`config.mk`:
```
export PLATFORM = sky130hd
export DESIGN_NAME = somador_serial
export DESIGN_NICKNAME = d
export VERILOG_FILES = /design/src/rtl/somador_pkg.sv /design/src/rtl/celula_soma.sv /design/src/rtl/somador_serial.sv
export SDC_FILE = /design/constraint.sdc
export NUM_CORES = 1
export LEC_CHECK = 0
export CAP_MARGIN = 20
export CORE_ASPECT_RATIO = 1.75
export CORE_MARGIN = 1
export CORE_UTILIZATION = 50
export CTS_BUF_LIST = sky130_fd_sc_hd__clkbuf_4 sky130_fd_sc_hd__clkbuf_8
export CTS_CLUSTER_DIAMETER = 60
export DETAILED_ROUTE_END_ITERATION = 8
export PLACE_DENSITY_LB_ADDON = 0.08
export SLEW_MARGIN = 10
export SYNTH_ARGS = -nofsm -noshare
export SYNTH_HDL_FRONTEND = slang
export SYNTH_SLANG_ARGS = --single-unit
```
`constraint.sdc`:
```
create_clock -name clk -period 2 [get_ports clk]
set_clock_uncertainty 0.2 [all_clocks]
set_input_delay 0.3 -clock clk [delete_from_list [all_inputs] [get_ports clk]]
set_output_delay 0.3 -clock clk [all_outputs]
set_load 0.02 [all_outputs]
```
`src/rtl/somador_pkg.sv`:
```
// Shared definitions for the bit-serial adder: FSM state encodings and the default width.
package somador_pkg;

    localparam int WIDTH_DEF = 8;

    typedef enum logic [1:0] {
        IDLE  = 2'd0,
        SHIFT = 2'd1,
        DONE  = 2'd2
    } state_t;

endpackage

```
`src/rtl/celula_soma.sv`:
```
// One-bit full-adder cell, gate-level, purely combinational.
module celula_soma (
    input  logic a,
    input  logic b,
    input  logic cin,
    output logic s,
    output logic cout
);

    logic axb;

    assign axb  = a ^ b;
    assign s    = axb ^ cin;
    assign cout = (a & b) | (cin & axb);

endmodule

```
`src/rtl/somador_serial.sv`:
```
// Bit-serial adder: one full-adder cell processes one bit per cycle, LSB first.
// Optional macro SOMADOR_SERIAL_SUB_EN adds a 'sub' input that turns the operation into A-B.
module somador_serial
    import somador_pkg::*;
#(
    parameter int WIDTH = WIDTH_DEF
) (
    input  logic             clk,
    input  logic             rst,
    input  logic             start,
`ifdef SOMADOR_SERIAL_SUB_EN
    input  logic             sub,
`endif
    input  logic [WIDTH-1:0] a,
    input  logic [WIDTH-1:0] b,
    input  logic             cin,
    output logic             busy,
    output logic             done,
    output logic [WIDTH-1:0] sum,
    output logic             cout,
    output logic             ovf
);

    localparam int CNT_W = $clog2(WIDTH + 1);

    state_t             state, state_nxt;
    logic [WIDTH-1:0]   reg_a, reg_b, psum;
    logic [WIDTH-1:0]   sum_r;
    logic               carry, cout_r, ovf_r;
    logic [CNT_W-1:0]   cnt;
    logic               cell_s, cell_c;
    logic               last;
    logic [WIDTH-1:0]   b_load;
    logic               c_load;

`ifdef SOMADOR_SERIAL_SUB_EN
    // Subtraction is A + ~B + 1: invert B and force the initial carry.
    assign b_load = sub ? ~b : b;
    assign c_load = sub ? 1'b1 : cin;
`else
    assign b_load = b;
    assign c_load = cin;
`endif

    assign last = (cnt == CNT_W'(WIDTH - 1));

    celula_soma u_celula (
        .a    (reg_a[0]),
        .b    (reg_b[0]),
        .cin  (carry),
        .s    (cell_s),
        .cout (cell_c)
    );

    always_ff @(posedge clk or posedge rst) begin
        if (rst) state <= IDLE;
        else     state <= state_nxt;
    end

    always_comb begin
        state_nxt = state;
        busy      = 1'b0;
        done      = 1'b0;
        case (state)
            IDLE:  if (start) state_nxt = SHIFT;
            SHIFT: begin
                busy = 1'b1;
                if (last) state_nxt = DONE;
            end
            DONE: begin
                done      = 1'b1;
                state_nxt = IDLE;
            end
            default: state_nxt = IDLE;
        endcase
    end

    always_ff @(posedge clk or posedge rst) begin
        if (rst) begin
            reg_a  <= '0;
            reg_b  <= '0;
            psum   <= '0;
            sum_r  <= '0;
            carry  <= 1'b0;
            cout_r <= 1'b0;
            ovf_r  <= 1'b0;
            cnt    <= '0;
        end else begin
            case (state)
                IDLE: if (start) begin
                    reg_a <= a;
                    reg_b <= b_load;
                    carry <= c_load;
                    cnt   <= '0;
                end
                SHIFT: begin
                    psum  <= {cell_s, psum[WIDTH-1:1]};
                    carry <= cell_c;
                    reg_a <= reg_a >> 1;
                    reg_b <= reg_b >> 1;
                    cnt   <= cnt + 1'b1;
                    // On the MSB cycle 'carry' is the carry into the MSB.
                    if (last) begin
                        sum_r  <= {cell_s, psum[WIDTH-1:1]};
                        cout_r <= cell_c;
                        ovf_r  <= carry ^ cell_c;
                    end
                end
                default: ;
            endcase
        end
    end

    assign sum  = sum_r;
    assign cout = cout_r;
    assign ovf  = ovf_r;

endmodule

```
# --- Word-level counts from Yosys, hierarchy flattened ---
# Index checks and enable logic that the tools add are counted.
# W data, S select, Z words.
classes:
  add_sub_neg: 1
  n_eq_ne: 5
  muxes: 13
  bitwise_logic: 6
  reduce_logical: 5
ops:
  columns: ["operator", "n"]
  rows:
  - ["$pmux W8 S2", 2]
  - ["$mux W8", 2]
  - ["$pmux W4 S2", 1]
  - ["$reduce_and A2 Y1", 3]
  - ["$add A4 B1 Y4 const B", 1]
  - ["$eq A4 B3 Y1 const B", 1]
  - ["$mux W2", 2]
  - ["$mux W4", 1]
  - ["$ne A2 B2 Y1 const B", 2]
  - ["$pmux W2 S2", 1]
  - ["$mux W1", 3]
  - ["$xor A1 B1 Y1", 3]
  - ["$and A1 B1 Y1", 2]
  - ["$eq A2 B1 Y1 const B", 1]
  - ["$eq A2 B2 Y1 const B", 1]
  - ["$logic_not A2 Y1", 1]
  - ["$pmux W1 S2", 1]
  - ["$reduce_bool A2 Y1", 1]
  - ["$or A1 B1 Y1", 1]
word_totals:
  regBits: 41
  in_bits: 20
  elab_cells: 39

# --- Depth between registers and ports, before layout ---
logic_depth:
  word_depth: 4
  mapped_depth: 5
  mapped_depth_nobuf: 4

# --- By module ---
# From an unflattened synthesis, not the netlist that was laid out.
hier_totals:
  hier_cells: 172
  hier_area_um2: 1799.2
modules_own_cells:
  columns: ["mod", "n_inst", "cells_each", "area_per_inst_um2", "seq_area_each_um2"]
  rows:
  - ["somador_serial", 1, 171, 1779.2, 1001.0]
  - ["celula_soma", 1, 1, 20.0, 0.0]

# --- Least setup slack after synthesis ---
# OpenSTA, ideal clock, no wires.
synth_timing:
  path_kind: "flip-flop to flip-flop"
  from: "reg cnt[0]"
  to: "reg cout_r, in the netlist cout"
  setup_time_ps: 125
  t_arrival_ps: 1337
  setup_slack_ps: 338
  path_stages_with_launch: 6
  n_path_buf: 1
  period_less_slack_ps: 1662
  path_cell_list: "dfrtp_1 -> ha_1 -> nand2_1 -> nor3b_2 -> buf_6 -> mux2_2"
synth_via:
  elab_chain_cells: 2
synth_lines:
  columns: ["item", "line_no", "rtl"]
  rows:
  - ["start, declared", "somador_serial.sv:30", "logic [CNT_W-1:0] cnt;"]
  - ["start signal, assigned", "somador_serial.sv:101", "cnt <= cnt + 1'b1;"]
  - ["$eq A4 B3 Y1", "somador_serial.sv:45", "assign last = (cnt == CNT_W'(WIDTH - 1));"]
  - ["$reduce_and A2 Y1 (no source line)", null, null]
  - ["end signal, assigned", "somador_serial.sv:105", "cout_r <= cell_c;"]
  - ["end, declared", "somador_serial.sv:29", "logic carry, cout_r, ovf_r;"]
# Every way passes these cells.
# A chain may end at the register's enable or synchronous reset.

# --- Worst setup path after layout ---
layout_timing:
  from: "reg cnt[0]"
  to: "reg ovf_r, in the netlist ovf"
layout_via:
  elab_chain_cells: 2
layout_lines:
  columns: ["item", "line_no", "rtl"]
  rows:
  - ["$eq A4 B3 Y1", "somador_serial.sv:45", null]
  - ["$reduce_and A2 Y1 (no source line)", null, null]
  - ["end signal, assigned", "somador_serial.sv:106", "ovf_r <= carry ^ cell_c;"]
  - ["end, declared", "somador_serial.sv:29", null]
# Every way passes these cells.

==> implementation parameters <==
Parameter                              Value

Finish
  Final std cells w/o fill    roughly 230
  Antenna cell count    0
  NumNets Final    204
  Area Overhead vs Synth    28.9%
  Footprint of the flip-flops and latches    between 1000 and 1500 sq um
  Multi-input gate area    653 sq um
  Layout cells sized above 1    21.3%
  Fill cells    251

Power
  Total power density per cell area    between 1000 and 1500 nW/um^2
  Leakage component of the power    0.981 nW
  Maximum vdd ir drop    0.000783 V

Detailed routing
  Antenna-violating nets left    0
  Average wire length per cell after detail routing    15.2 um
  Routed via count    1238
  Iter 0 DRT Violations    19
  Number of iterations in the first detailed-routing pass    4
  DRC violation count after routing    0
  Routed wire length    3440 um
  Detailed-route vias per instance    ~5.5

Clock network
  Count of cells resized by post-cts repair    2
  Number of buffers inserted for hold repair after clock tree synthesis    0
  Number of clock sinks    40
  Post-CTS Repair Setup Buffers    0
  Number of buffers added by the clock tree synthesis step    5
  H-Tree Level Count    2
  Clock slew at the register clock pins of the worst setup and hold paths    80 ps
  CTS tree    yes
  Clock latency at the later pin of the worst-skew pair    290 ps
  Maximum buffer depth of the clock tree    2
  CTS root buffer    clkbuf_8

Die
  Die boundary width    46.3 um
  Vertical extent of the die    roughly 79 um
  Core area    about 3200 sq um
  Number of placement rows    27
  Number of top-level pins    32
  Floorplan die area    3680 sq um
  Effective utilization at floorplan    53.4%

Run status
  Outcome    completed

Logic synthesis
  Number of enable flip-flop cells after synthesis    0
  Count of distinct cell types in the synthesized netlist    25
  Yosys top cell area share    58.4%
  Register bit total from synthesis    40
  Cell types occupying the most area after synthesis    dfrtp_1, mux2_2, a22oi_1
  Gate Count Post-Synth    around 140
  Share of flip-flops with an asynchronous set or reset after synthesis    100%
  Netlist Area Pre-Place    roughly 1700 sq um
  Biggest area consumer among synthesized cells    dfrtp_1
  Mean instance size in the synthesized netlist    12.0 sq um
  Most used flip-flop cell after synthesis    dfrtp_1
  Top cells by count, synth    dfrtp_1, mux2_2, nand2_1
  Ys Warns    0
  Net count of the mapped netlist    165
  Most instantiated library cell after synthesis    dfrtp_1
  Sequential area share after synthesis    58.4%

Min path
  Hold Path Class    primary input to asynchronous set/reset pin

Setup path
  Arrival time reported for the critical path endpoint    1780 ps
  Cells traversed along the worst timing path    ha_1 -> nand2_1 -> nor3b_2 -> buf_4 -> mux2_2
  Critical-path cell with the highest stage delay    dfrtp_1
  CP startpoint    cnt[0]
  Combined buffer and inverter count along the critical path    1
  Worst-path maximum fanout    10
  Kind of end point of the critical path    register
  CP Class    register to register
  Logic depth of the worst register-to-register path    5
  R2r setup slk    roughly 190 ps
  Stages on worst setup path    5
  Worst stage delay on the critical path    around 420 ps
  Crit start category    register
  End of the critical path    ovf
  Top delay family on crit path    flip-flops
  Start of the worst register-to-register path    cnt[0]
  Crit path required time    roughly 2000 ps
  Terminus of the critical flop-to-flop path    ovf

STA
  Final Max Tran Viols    0
  Final Critical Period    1810 ps
  Final setup viols    0
  Worst-margin pin slew    a little under 500 ps
  Max Freq    553 MHz
  Final period util    90.4%
  Relative slew margins    ~67%
  Setup repair after global routing missed its margin    false
  Final Hold Fails    0
  Sum of negative setup slack    0 ps

Place
  HPWL Detailed    2410 um
  Number of buffer cells added on primary ports    31
  Routability cong.    0.730
  Inst Count DP    roughly 220

Global route
  Final global-route overflow total    0
  Via count of the first global-routing pass    1308
  Largest net degree at the start of global routing    41
  Total global-route track usage    about 22%
  Initial antenna violation count    0
  Global-route wire length before repair    roughly 5700 um

Flow run
  Max-cap violation count    0
[report_power, final]
group / internal [mW] / total [mW] / switching, mW / leakage (nW)
combinational: 0.616 / 1.15 / 0.538 / 0.408
sequential: 1.13 / 1.35 / 0.221 / 0.515
clock: 0.384 / 0.660 / 0.277 / 0.0586
[kinds of logic after synthesis]
| family | count (synthesis) | synth area share, % |
|---|---|---|
| compound gates | 40 | 15.2 |
| xor+xnor | 1 | 0.511 |
| fa+ha+maj | 2 | 1.90 |
| buf+inv | 11 | 3.50 |
| flops | 40 | 58.4 |
| mux | 18 | 11.8 |
| simple gates | 31 | 8.69 |
[per-stage QoR]
| stage | setup WS (ps) | power, mW | hold slack, ps | utilization (%) | cell area, sq um |
|---|---|---|---|---|---|
| 3_3_place_gp | 160 | 2.45 | 262 | 65.5 | 2100 |
| 4_1_cts | 170 | 3.20 | 241 | 68.8 | 2210 |
| 5_1_grt | 77.1 | 3.36 | 283 | 68.8 | 2210 |
| 6_report | 193 | 3.16 | 222 | 68.8 | 2210 |
| 2_1_floorplan | 338 | 2.07 | 250 | - | 1710 |
| 3_5_place_dp | 139 | 2.53 | 272 | 65.5 | 2100 |
[worst min-delay path by stage]
stage	from	to	slack (ps)	cells past startpoint
2_1_floorplan	reg_a[6]	reg_a[6]	250	2
3_3_place_gp	reg_a[4]	reg_a[4]	260	2
3_5_place_dp	reg_a[5]	reg_a[5]	270	2
4_1_cts	rst	reg_a[0]	240	3
5_1_grt	rst	sum[2]	280	3
6_report	rst	reg_a[0]	220	3
[cell type report]
class	instances	area share [%]
Tap cell	43	2.43
Clock buffer	6	3.45
Sequential cell	40	45.3
Timing Repair Buffer	41	17.3
Multi-Input combinational cell	92	29.6
Inverter	2	0.340
Clock inverter	2	1.59
[routing by layer]
| layer | share of wire (%) | vias up | global-route usage [%] |
|---|---|---|---|
| met3 | 3.1 | 10 | 4.98 |
| met2 | 57 | 30 | 38.5 |
| met5 | 0 | - | 0 |
| li1 | - | 580 | - |
| met4 | 2.2 | 0 | 10.0 |
| met1 | 38 | 618 | 23.4 |
[registers in the layout (all words and copies together) (netlist names)]
name   count
reg_a      8
reg_b      8
sum        8
psum       7
cnt        4
state      2
carry      1
cout       1
ovf        1
[tightest hold or removal path: stages]
cell             delay [ps]
clkdlybuf4s50_1         390
inv_1                    50
buf_4                   420
[placed cells by master (no fill, tap or decap)]
master           count
a32o_1               1
nor2b_4              1
a21oi_1              3
nor2b_1              3
clkbuf_8             5
xor2_1               1
inv_1                2
buf_4               10
o21ai_0             16
ha_1                 1
fa_1                 1
clkdlybuf4s50_1     29
nor3b_2              1
nand3_1              1
a41oi_1              1
dfrtp_1             40
mux2_2              18
o21bai_2             1
a31oi_1              2
a22oi_1             14
nor2_1               6
clkinv_2             1
nand2_1             18
dlygate4sd2_1        2
clkbuf_4             1
and3b_1              1
a22o_1               2
bufinv_16            1
Note: power is estimated with default switching activity, not from simulation.
